File: src/rtl/id_ex_operand_stage.sv
// ID/EX pipeline register with operand forwarding, PC/immediate select and
// load-use hazard detection for the 32-bit integer ALU.
module id_ex_operand_stage #(
    parameter int XLEN    = 32,
    parameter int REG_AW  = 5,
    parameter int ALUOP_W = 6
) (
    input  logic               CLK,
    input  logic               RESET,
    input  logic               ID_VALID,
    input  logic [XLEN-1:0]    ID_PC,
    input  logic [REG_AW-1:0]  ID_RS1_ADDR,
    input  logic [REG_AW-1:0]  ID_RS2_ADDR,
    input  logic               ID_USES_RS1,
    input  logic               ID_USES_RS2,
    input  logic [XLEN-1:0]    ID_RS1_DATA,
    input  logic [XLEN-1:0]    ID_RS2_DATA,
    input  logic [XLEN-1:0]    ID_IMM,
    input  logic               ID_OP1_SEL,
    input  logic               ID_OP2_SEL,
    input  logic [ALUOP_W-1:0] ID_ALU_OPERATION,
    input  logic [REG_AW-1:0]  ID_RD_ADDR,
    input  logic               ID_REG_WRITE,
    input  logic               ID_MEM_READ,
    input  logic               ID_MEM_WRITE,
    input  logic               HOLD,
    input  logic               FLUSH,
    input  logic               EXM_REG_WRITE,
    input  logic [REG_AW-1:0]  EXM_RD_ADDR,
    input  logic [XLEN-1:0]    EXM_RESULT,
    input  logic               MWB_REG_WRITE,
    input  logic [REG_AW-1:0]  MWB_RD_ADDR,
    input  logic [XLEN-1:0]    MWB_RESULT,
    output logic [XLEN-1:0]    DATA1,
    output logic [XLEN-1:0]    DATA2,
    output logic [ALUOP_W-1:0] ALU_OPERATION,
    output logic               EX_VALID,
    output logic               EX_REG_WRITE,
    output logic               EX_MEM_READ,
    output logic               EX_MEM_WRITE,
    output logic [REG_AW-1:0]  EX_RD_ADDR,
    output logic [XLEN-1:0]    EX_STORE_DATA,
    output logic               STALL
);

    typedef struct packed {
        logic               valid;
        logic [XLEN-1:0]    pc;
        logic [REG_AW-1:0]  rs1_addr;
        logic [REG_AW-1:0]  rs2_addr;
        logic [XLEN-1:0]    rs1_data;
        logic [XLEN-1:0]    rs2_data;
        logic [XLEN-1:0]    imm;
        logic               op1_sel;
        logic               op2_sel;
        logic [ALUOP_W-1:0] alu_op;
        logic [REG_AW-1:0]  rd_addr;
        logic               reg_write;
        logic               mem_read;
        logic               mem_write;
    } stage_t;

    stage_t            r_stage;
    stage_t            w_next;
    logic              w_bubble;
    logic              w_wt_rs1;
    logic              w_wt_rs2;
    logic              w_hit_rs1;
    logic              w_hit_rs2;
    logic [XLEN-1:0]   w_fwd_rs1;
    logic [XLEN-1:0]   w_fwd_rs2;

    // Load-use: the load in EX cannot supply its data to the instruction in ID yet.
    assign w_hit_rs1 = ID_USES_RS1 && (ID_RS1_ADDR == r_stage.rd_addr);
    assign w_hit_rs2 = ID_USES_RS2 && (ID_RS2_ADDR == r_stage.rd_addr);
    assign STALL = r_stage.valid && r_stage.mem_read && (r_stage.rd_addr != '0)
                   && (w_hit_rs1 || w_hit_rs2) && ID_VALID && !FLUSH;

    // Register file writes in the same cycle it is read are captured directly.
    assign w_wt_rs1 = MWB_REG_WRITE && (MWB_RD_ADDR != '0) && (MWB_RD_ADDR == ID_RS1_ADDR);
    assign w_wt_rs2 = MWB_REG_WRITE && (MWB_RD_ADDR != '0) && (MWB_RD_ADDR == ID_RS2_ADDR);

    assign w_bubble = FLUSH || STALL;

    always_comb begin
        w_next = '0;
        if (!w_bubble) begin
            w_next.valid     = ID_VALID;
            w_next.pc        = ID_PC;
            w_next.rs1_addr  = ID_RS1_ADDR;
            w_next.rs2_addr  = ID_RS2_ADDR;
            w_next.rs1_data  = w_wt_rs1 ? MWB_RESULT : ID_RS1_DATA;
            w_next.rs2_data  = w_wt_rs2 ? MWB_RESULT : ID_RS2_DATA;
            w_next.imm       = ID_IMM;
            w_next.op1_sel   = ID_OP1_SEL;
            w_next.op2_sel   = ID_OP2_SEL;
            w_next.alu_op    = ID_ALU_OPERATION;
            w_next.rd_addr   = ID_RD_ADDR;
            w_next.reg_write = ID_VALID && ID_REG_WRITE;
            w_next.mem_read  = ID_VALID && ID_MEM_READ;
            w_next.mem_write = ID_VALID && ID_MEM_WRITE;
        end
    end

    // FLUSH overrides HOLD; a stall under HOLD freezes instead of bubbling.
    always_ff @(posedge CLK) begin
        if (!RESET) begin
            r_stage <= '0;
        end else if (FLUSH || !HOLD) begin
            r_stage <= w_next;
        end
    end

    // EX/MEM is the younger producer, so it wins over MEM/WB; x0 never forwards.
    always_comb begin
        w_fwd_rs1 = r_stage.rs1_data;
        if (EXM_REG_WRITE && (EXM_RD_ADDR != '0) && (EXM_RD_ADDR == r_stage.rs1_addr))
            w_fwd_rs1 = EXM_RESULT;
        else if (MWB_REG_WRITE && (MWB_RD_ADDR != '0) && (MWB_RD_ADDR == r_stage.rs1_addr))
            w_fwd_rs1 = MWB_RESULT;

        w_fwd_rs2 = r_stage.rs2_data;
        if (EXM_REG_WRITE && (EXM_RD_ADDR != '0) && (EXM_RD_ADDR == r_stage.rs2_addr))
            w_fwd_rs2 = EXM_RESULT;
        else if (MWB_REG_WRITE && (MWB_RD_ADDR != '0) && (MWB_RD_ADDR == r_stage.rs2_addr))
            w_fwd_rs2 = MWB_RESULT;
    end

    assign DATA1         = r_stage.op1_sel ? r_stage.pc  : w_fwd_rs1;
    assign DATA2         = r_stage.op2_sel ? r_stage.imm : w_fwd_rs2;
    assign EX_STORE_DATA = w_fwd_rs2;
    assign ALU_OPERATION = r_stage.alu_op;
    assign EX_VALID      = r_stage.valid;
    assign EX_REG_WRITE  = r_stage.reg_write;
    assign EX_MEM_READ   = r_stage.mem_read;
    assign EX_MEM_WRITE  = r_stage.mem_write;
    assign EX_RD_ADDR    = r_stage.rd_addr;

endmodule
File: config.mk
export PLATFORM = sky130hd
export DESIGN_NAME = id_ex_operand_stage
export DESIGN_NICKNAME = d
export VERILOG_FILES = /design/src/rtl/id_ex_operand_stage.sv
export SDC_FILE = /design/constraint.sdc
export NUM_CORES = 1
export LEC_CHECK = 0
export ABC_AREA = 1
export BUFFER_PORTS_ARGS = -buffer_cell sky130_fd_sc_hd__buf_2
export CORE_MARGIN = 5
export CORE_UTILIZATION = 38
export DETAILED_ROUTE_END_ITERATION = 10
export HOLD_SLACK_MARGIN = 0.08
export PLACE_DENSITY = 0.59
export SLEW_MARGIN = 20
export SYNTH_ARGS = -nofsm -noshare
export SYNTH_HDL_FRONTEND = slang
export SYNTH_SLANG_ARGS = --single-unit
File: constraint.sdc
create_clock -name CLK -period 4.8 [get_ports CLK]
set_input_delay 0.72 -clock CLK [delete_from_list [all_inputs] [get_ports CLK]]
set_output_delay 0.72 -clock CLK [all_outputs]
set_load 0.05 [all_outputs]
==> flow_summary.json <==
{
  "r2r_slack_ps": 2340,
  "synth.top_cell.area_share": 0.294,
  "fin_crit_sh": 0.770,
  "gr-total-overflow": 0,
  "drive_gt1_frac": 0.213,
  "slew_violations": 0,
  "p_sw_frac": 0.364,
  "synth_compound_area_frac": 0.0592,
  "gp_congestion": 0.975,
  "rows": 61,
  "synthMuxAreaShare": 0,
  "yosys.area_share.simple": 0.492,
  "p_int_mw": 2.26,
  "slew_headroom": 0.298,
  "yosysWarnings": 0,
  "io_pins": 349,
  "crit_required_ps": 4080,
  "vias_per_cell": 5.09,
  "setup_tns_ps": 0,
  "clk_latency_ps": 440,
  "status": "completed",
  "rr_worst_depth": 12,
  "p_leak_nw": 6.48,
  "grt_pass1_vias": 11600,
  "wl_per_cell_um": 18.2,
  "end_kind": "output port",
  "dp_hpwl_mm": 32.2,
  "grt_start_max_net_pins": 93,
  "power_frac_comb": 0.224,
  "holdBufCountCts": 0,
  "setup_viol": 0,
  "seqPwrFrac": 0.380,
  "yosysSeqAreaShare": 0.294,
  "ant_nets": 0,
  "holdPathEnd": "r_stage[153]",
  "cts.sinks": 155,
  "critPathLaunchType": "input port",
  "die_h_um": 177,
  "initial_core_util": 0.382,
  "drt-initial-drc-count": 1307,
  "synthTopCellsByArea": "dfxtp_1 (29%), nand2_1 (18%), nand3_1 (11%)",
  "cts-buffers-inserted": 17,
  "grt_antenna_before_repair": 15,
  "synth_xor_area_frac": 0.0199,
  "htreeDepth": 4,
  "rsz0062_at_grt": "false",
  "power.total_mw": 3.56,
  "synth_cell_type_count": 29,
  "whs_path_depth": 2,
  "synth_top_family_by_area": "simple AND/OR/NAND/NOR gates",
  "nNetsFinal": 2297,
  "avgSynthCellArea_um2": 5.80,
  "synth_area_um2": 10600,
  "hold_class": "flip-flop to flip-flop",
  "fin_util": 0.466,
  "worst-endpoint-arrival_ps": 2970,
  "critPathKind": "input port to output port",
  "synth_seq_cells": 155,
  "firstDrtPassIters": 5,
  "port_buffers": 348,
  "cts_setup_buffers": 0,
  "vias": 12500,
  "cts-resized-gates": 0,
  "finalCriticalPeriod_ps": 3690,
  "syn2layout_area_growth_pct": 22.0,
  "r2r_end": "r_stage[91]",
  "synth_cells": 1821,
  "synthesis.nets": 2058,
  "wl_mm": 44.7,
  "synthAdderAreaFrac": 0,
  "grtUsageTotal": 0.276,
  "net-switching-power_mw": 1.30,
  "fp.dieArea_um2": 31200,
  "timing.final.hold_violations": 0,
  "cts-root-buf": "clkbuf_16",
  "core_um2": 27600,
  "clock_skew_ps": 19.5,
  "p_clk_frac": 0.395,
  "synth_top_area_cell": "dfxtp_1",
  "clkTransAtPathRegs_ps": 70,
  "min-delay-start": "r_stage[153]",
  "powerDensity_nw_per_um2": 276,
  "ir_drop_uv": 189,
  "max_freq_mhz": 271,
  "die_w_um": 177,
  "cap_violations": 0,
  "worst_pin_slew_ps": 1050,
  "drc": 0,
  "r2r_start": "EX_RD_ADDR[4]",
  "grt_pass1_wl_mm": 68.0,
  "worstPathMaxFanout": 47,
  "cts_tree": "done",
  "cts_buffer_depth": 2
}
-- synth_stat cells --
cell	n
nand3_1	228
buf_6	3
o21ai_1	2
inv_1	188
inv_2	4
or2_2	12
buf_4	19
nor2_4	1
clkbuf_1	75
buf_2	45
or2_1	20
and2_1	32
dfxtp_1	155
buf_1	5
nand2_2	3
nor3_1	1
xor2_1	15
nand2_4	1
nand2_1	500
nor2_2	9
a21oi_1	91
xnor2_1	9
nor2_1	272
nand3_4	1
nor3_2	1
nor3_4	1
nand4_1	93
o21ai_0	32
nand3_2	3
-- cell families after synthesis --
| logic type | Yosys count |
|---|---|
| buffers and inverters | 339 |
| flip-flops | 155 |
| XOR/XNOR | 24 |
| AND/OR/NAND/NOR | 1178 |
| AO/OA/AOI/OAI | 125 |
-- critical path, stage by stage --
cell,delay (ps)
buf_2,120
nor2_1,100
nand2_1,60
o21ai_1,170
nor3_1,80
nand2_2,700
buf_4,360
o21ai_0,100
inv_1,100
nand2_1,50
nand2_1,80
buf_2,260
-- worst max path at each step --
stage,from,endpoint,slack (ps)
after detailed placement,EXM_RD_ADDR[0],DATA1[22],1110
after global placement,EXM_RD_ADDR[0],DATA1[22],1090
after global routing,EXM_RD_ADDR[2],DATA1[18],910
final,EXM_RD_ADDR[0],DATA1[22],1110
after floorplan,MWB_RD_ADDR[3],DATA1[10],2010
after CTS,EXM_RD_ADDR[0],DATA1[22],1100
-- sequential cells by signal, summed over array words and instances, names as in the netlist --
| name | count |
|---|---|
| EX_RD_ADDR | 5 |
| ALU_OPERATION | 6 |
| EX_MEM_WRITE | 1 |
| r_stage | 140 |
| EX_MEM_READ | 1 |
| EX_VALID | 1 |
| EX_REG_WRITE | 1 |
-- power groups by stage --
stage               combinational, mW  sequential [mW]  clock (mW)
floorplan                       0.507             1.38           0
global placement                0.790             1.38           0
detailed placement              0.791             1.38           0
CTS                             0.793             1.35        1.43
global route                    0.861             1.36        1.49
finish                          0.798             1.35        1.41
-- final cells by class --
cell class / count / area, um^2
multi-input combinational: 1327 / 6050
fill: 3122 / 14700
antenna: 7 / 17.5
clock inverter: 15 / 193
timing repair buffer: 367 / 1900
inverter: 192 / 723
tap: 378 / 473
sequential: 155 / 3100
clock buffer: 17 / 425
-- stage by stage --
stage	setup WS (ps)	cell area [um^2]	hold slack [ps]	instances
4_1_cts	1100	12900	468	2451
6_report	1110	12900	468	2458
5_1_grt	909	12900	485	2456
3_5_place_dp	1110	12200	456	2419
2_1_floorplan	2010	10600	445	1821
3_3_place_gp	1090	12200	452	2419
-- cell usage in the layout (no fill, tap or decap), types with 2 or more instances in the layout --
cell type and count:
clkbuf_16 17, or2_2 12, nor2_4 2, nand2_1 498, dfxtp_1 155, nand3_2 3, xor2_1 15, buf_2 348
clkinv_8 7, inv_8 4, inv_2 7, or2_1 20, diode_2 7, buf_4 18, o21ai_1 2, o21ai_0 32
a21oi_1 91, xnor2_1 9, clkinv_4 2, and2_1 32, nor2_2 9, nand2_4 2, nor2_1 271, inv_1 184
nand4_1 93, nand3_1 228, nand2_2 4
-- per-layer routing --
metal	wire length (um)	part of all wire	global-route usage
met5	125	0.0028	0
met4	1220	0.027	0.0899
met3	4370	0.098	0.0756
met2	19100	0.43	0.403
met1	19900	0.45	0.395
(Power assumes the default switching activity.)
